==> src/rtl/sysid_probe_master.sv <==
// Avalon-MM read master: reads system-ID word 0 (ID) and word 1 (timestamp), compares both, reports pass/fail.
// Zero-wait slave gives done 5 cycles after start; waitrequest stretches each read, bounded by TIMEOUT_CYCLES.
module sysid_probe_master #(
    parameter logic [31:0] EXPECTED_ID    = 32'h0000_0000,
    parameter logic [31:0] EXPECTED_TS    = 32'h0000_0000,
    parameter int unsigned TIMEOUT_CYCLES = 255,
    parameter bit          AUTO_START     = 1'b1
) (
    input  logic        clock,
    input  logic        reset,
    input  logic        start,
    output logic        avm_address,
    output logic        avm_read,
    input  logic        avm_waitrequest,
    input  logic [31:0] avm_readdata,
    input  logic        avm_readdatavalid,
    output logic        busy,
    output logic        done,
    output logic        pass,
    output logic        id_match,
    output logic        ts_match,
    output logic        timeout,
    output logic [31:0] id_value,
    output logic [31:0] ts_value
);

    localparam int CW = $clog2(TIMEOUT_CYCLES + 1);
    localparam logic [CW-1:0] CNT_ONE = CW'(1);
    localparam logic [CW-1:0] CNT_MAX = CW'(TIMEOUT_CYCLES);

    typedef enum logic [2:0] {
        S_IDLE,
        S_ID_REQ,
        S_ID_WAIT,
        S_TS_REQ,
        S_TS_WAIT,
        S_FIN
    } state_t;

    state_t        state_q, state_d;
    logic [CW-1:0] tmo_cnt_q, tmo_cnt_d;
    logic          auto_q, auto_d;
    logic          pass_q, pass_d;
    logic          id_match_q, id_match_d;
    logic          ts_match_q, ts_match_d;
    logic          timeout_q, timeout_d;
    logic [31:0]   id_value_q, id_value_d;
    logic [31:0]   ts_value_q, ts_value_d;

    logic          in_req;
    logic          in_wait;
    logic          id_phase;
    logic          accept;
    logic          capture;
    logic          cnt_hit;
    logic          launch;
    logic [CW-1:0] tmo_inc;

    always_comb begin
        in_req   = (state_q == S_ID_REQ) || (state_q == S_TS_REQ);
        in_wait  = (state_q == S_ID_WAIT) || (state_q == S_TS_WAIT);
        id_phase = (state_q == S_ID_REQ) || (state_q == S_ID_WAIT);
        accept   = in_req && !avm_waitrequest;
        // Data may arrive on the very edge the command is accepted.
        capture  = avm_readdatavalid && (in_wait || accept);
        tmo_inc  = tmo_cnt_q + CNT_ONE;
        cnt_hit  = (tmo_inc == CNT_MAX);
        launch   = (state_q == S_IDLE) && (start || auto_q);
    end

    always_ff @(posedge clock or posedge reset) begin
        if (reset) begin
            state_q <= S_IDLE;
        end else begin
            state_q <= state_d;
        end
    end

    // Captured data outranks a timeout expiring on the same edge.
    always_comb begin
        state_d = state_q;
        unique case (state_q)
            S_IDLE: begin
                if (launch) state_d = S_ID_REQ;
            end
            S_ID_REQ: begin
                if (capture)      state_d = S_TS_REQ;
                else if (cnt_hit) state_d = S_FIN;
                else if (accept)  state_d = S_ID_WAIT;
            end
            S_ID_WAIT: begin
                if (capture)      state_d = S_TS_REQ;
                else if (cnt_hit) state_d = S_FIN;
            end
            S_TS_REQ: begin
                if (capture || cnt_hit) state_d = S_FIN;
                else if (accept)        state_d = S_TS_WAIT;
            end
            S_TS_WAIT: begin
                if (capture || cnt_hit) state_d = S_FIN;
            end
            S_FIN: begin
                state_d = S_IDLE;
            end
            default: begin
                state_d = S_IDLE;
            end
        endcase
    end

    always_comb begin
        busy        = (state_q != S_IDLE);
        done        = (state_q == S_FIN);
        avm_read    = in_req;
        avm_address = (state_q == S_TS_REQ) || (state_q == S_TS_WAIT);
        pass        = pass_q;
        id_match    = id_match_q;
        ts_match    = ts_match_q;
        timeout     = timeout_q;
        id_value    = id_value_q;
        ts_value    = ts_value_q;
    end

    always_comb begin
        tmo_cnt_d  = tmo_cnt_q;
        auto_d     = 1'b0;
        pass_d     = pass_q;
        id_match_d = id_match_q;
        ts_match_d = ts_match_q;
        timeout_d  = timeout_q;
        id_value_d = id_value_q;
        ts_value_d = ts_value_q;

        if (launch) begin
            tmo_cnt_d  = '0;
            pass_d     = 1'b0;
            id_match_d = 1'b0;
            ts_match_d = 1'b0;
            timeout_d  = 1'b0;
            id_value_d = '0;
            ts_value_d = '0;
        end else if (in_req || in_wait) begin
            tmo_cnt_d = tmo_inc;
            if (capture) begin
                if (id_phase) begin
                    id_value_d = avm_readdata;
                    id_match_d = (avm_readdata == EXPECTED_ID);
                    tmo_cnt_d  = '0;
                end else begin
                    ts_value_d = avm_readdata;
                    ts_match_d = (avm_readdata == EXPECTED_TS);
                end
            end else if (cnt_hit) begin
                timeout_d = 1'b1;
            end
        end

        // Verdict is settled on the edge into FIN so it is valid alongside done.
        if ((state_d == S_FIN) && (state_q != S_FIN)) begin
            pass_d = id_match_d & ts_match_d & ~timeout_d;
        end
    end

    always_ff @(posedge clock or posedge reset) begin
        if (reset) begin
            tmo_cnt_q  <= '0;
            auto_q     <= AUTO_START;
            pass_q     <= 1'b0;
            id_match_q <= 1'b0;
            ts_match_q <= 1'b0;
            timeout_q  <= 1'b0;
            id_value_q <= '0;
            ts_value_q <= '0;
        end else begin
            tmo_cnt_q  <= tmo_cnt_d;
            auto_q     <= auto_d;
            pass_q     <= pass_d;
            id_match_q <= id_match_d;
            ts_match_q <= ts_match_d;
            timeout_q  <= timeout_d;
            id_value_q <= id_value_d;
            ts_value_q <= ts_value_d;
        end
    end

endmodule
==> config.mk <==
export PLATFORM = sky130hd
export DESIGN_NAME = sysid_probe_master
export DESIGN_NICKNAME = d
export VERILOG_FILES = /design/src/rtl/sysid_probe_master.sv
export SDC_FILE = /design/constraint.sdc
export NUM_CORES = 1
export LEC_CHECK = 0
export BUFFER_PORTS_ARGS = -buffer_cell sky130_fd_sc_hd__buf_2
export CAP_MARGIN = 40
export CORE_MARGIN = 2
export CORE_UTILIZATION = 40
export CTS_BUF_LIST = sky130_fd_sc_hd__clkbuf_8
export CTS_CLUSTER_SIZE = 25
export DETAILED_ROUTE_END_ITERATION = 16
export PLACE_DENSITY = 0.67
export SLEW_MARGIN = 20
export SYNTH_ARGS = -nofsm -noshare
export SYNTH_HDL_FRONTEND = slang
export SYNTH_SLANG_ARGS = --single-unit
export TNS_END_PERCENT = 50
==> constraint.sdc <==
create_clock -name clock -period 2.6 [get_ports clock]
set_clock_uncertainty 0.15 [all_clocks]
set_input_delay 0.39 -clock clock [delete_from_list [all_inputs] [get_ports clock]]
set_output_delay 0.39 -clock clock [all_outputs]
set_load 0.005 [all_outputs]
==> impl_metrics.yaml <==
final_layout:
  nets: 550
  syn2layout_area_growth_pct: 24.7
  nFillCells: 860
  final_common_cell: "nand2_1"
  drive_above_1_share_pct: 27.5
  final_cell_mix: "nand2_1, buf_2, dfrtp_1"
  n_antenna_cell: 0
  multi_input_area_um2: 1430
  seq_area_um2: 2000
worst_setup_path:
  worstPathRequired_ps: 2720
  cp_data_arrival_time_ps: 2370
  crit_type: "reg2reg"
  startpoint_type: "flop"
  regToRegSetupSlack_ps: 350
  end_kind: "flop"
  crit_fanout: 7
power:
  vdd_ir_drop_max_v: 0.000463
  power_density_nw_per_um2: 1060
  power.leakage_nw: 2.20
  p_total_mw: 4.69
timing:
  fin_crit_sh_pct: 86.4
  fin_ws_ps: 353
  hold_slack_ps: 135
  rsz0062_at_grt: "no"
  max_slew_margin_pct: 57.2
  setup_viol: 0
  final-hold-violation-count: 0
  fmax_ghz: 0.445
  slew_viol_final: 0
  tns_ps: 0
  post-route-min-period_ps: 2250
  worst_pin_slew_ps: 637
synth:
  synth.top_cells.by_area: "dfrtp_1, nand2_1, a21oi_1"
  synth_area_leader_cell: "dfrtp_1"
  synth.avg_cell_area_um2: 8.72
  synthMuxAreaShare_pct: 0.282
  synth-xor-area-share_pct: 0.987
  ys_seq_area_share_pct: 56.4
  yosys_warnings: 0
  netlist_instances: 407
  synth_seq_cells: 80
  syn_nets: 446
  synth_cell_types: 39
  synth_fa_ha_area_share_pct: 0.705
  synth_edf_count: 0
  yosysTopAreaCellShare_pct: 55.7
  syn_area_um2: 3550
  yosys.area_share.simple_pct: 22.7
  synth_compound_area_share_pct: 15.1
  synth_ff_type: "dfrtp_1"
  synth_top_family_by_area: "simple AND/OR/NAND/NOR gates"
  async_flop_share_pct: 100
clocking:
  cts.sinks: 80
  postCtsHoldBufs: 1
  clk_pin_slew_ps: 90
  cts_tree: "done"
  cts_resized: 0
  cts_buffers: 9
  clock_path_buffers: 2
  clk_latency_ps: 350
  clock-root-buffer: "clkbuf_8"
  post_cts_buffers: 0
  htreeDepth: 3
floorplanning:
  fp-row-count: 34
  io_pins: 109
  fp.dieW_um: 98.2
  start_util_pct: 40.9
  dieHeight_um: 98.2
  core_um2: 8680
  dieArea_um2: 9650
global_routing:
  track_usage_pct: 20.1
  grt_overflow: 0
  grt_max_degree: 40
  grt_pass1_vias: 3122
  grt_pass1_wl_um: 15700
  antenna_found_initial: 0
drt:
  first_pass_iters: 4
  drc: 0
  initialDrtViolationCount: 154
  wl_per_cell_um: 15.0
  wirelength_um: 9390
  route.vias.total: 3210
  ant_nets: 0
  viasPerCell: 5.14
placement:
  detailed_place_hpwl_um: 6690
  portBuffers: 108
  place.gp.congestion: 0.819
  post-place-ws_ps: 179
status:
  status: "completed"
flow_run:
  drv_cap: 0
worst_hold_path:
  hold_class: "in2reg"
[worst max-delay path, cell delays in order, from the launching register on]
cell     delay [ps]
dfrtp_1         450
ha_1            330
o21ai_1         110
a32o_1          300
a31oi_1         200
or4b_1          470
mux2i_1         150
[per-stage QoR]
stage / instance area (um2) / util (%) / cells
after floorplan: 3550 / - / 407
after global routing: 4430 / 51.0 / 624
final: 4430 / 51.0 / 624
after detailed placement: 4220 / 48.6 / 607
after global placement: 4220 / 48.6 / 607
after CTS: 4430 / 51.0 / 624
[final cells by class]
cell class,instances,area share (%)
inverters,3,0.283
multi-input cells,297,32.3
well taps,108,3.05
clock inverters,7,1.75
flip-flops and latches,80,45.2
clock buffers,9,2.80
repair buffers,120,14.6
[report_power, final]
group	switching [mW]	internal, mW
Combinational	1.05	0.747
Clock	0.490	0.454
Sequential	0.281	1.67
[kinds of logic after synthesis]
kind of cell,Yosys count
flops,80
compound gates,100
xor+xnor,4
simple gates,189
mux,1
fa+ha+maj,2
buf+inv,30
other cells,1
[sequential cells by signal, summed over array words and instances, names as in the netlist, 3 cells and up]
name	count
id_value	32
tmo_cnt_q	8
state_q	3
ts_value	32
[path summary, 6_finish.rpt]
check                      depth (start not counted)             start            to
min reg2reg                                        2       id_value[6]   id_value[6]
max reg2reg                                        6      tmo_cnt_q[0]          pass
max                                                6      tmo_cnt_q[0]          pass
min in group asynchronous                          3             reset  ts_value[11]
min                                                3  avm_readdata[23]  ts_value[23]
max in group asynchronous                          4             reset  ts_value[31]
[cell usage after synthesis (2+ instances only)]
cell      instances
buf_1             2
a31oi_1           2
nor2_1           11
o21ai_0          12
inv_1             3
dfrtp_1          79
o22ai_1           2
nand4_1           3
buf_2             4
nand3_1           5
clkbuf_1         19
nand2_1         145
ha_1              2
o21ai_1           3
buf_6             2
nor3b_1           2
o31ai_1           2
nor4_1            9
a21oi_1          71
nor2b_1           5
xor2_1            4
o21a_1            2
and2_1            2
[routing by layer]
metal	part of all wire, %	vias up	GRT usage, %
met5	0	-	0
met4	1.6	0	6.32
met3	7.3	12	7.09
met1	45	1526	28.1
li1	-	1569	-
met2	46	103	29.6
No activity file was read; power rests on OpenSTA's default activity.
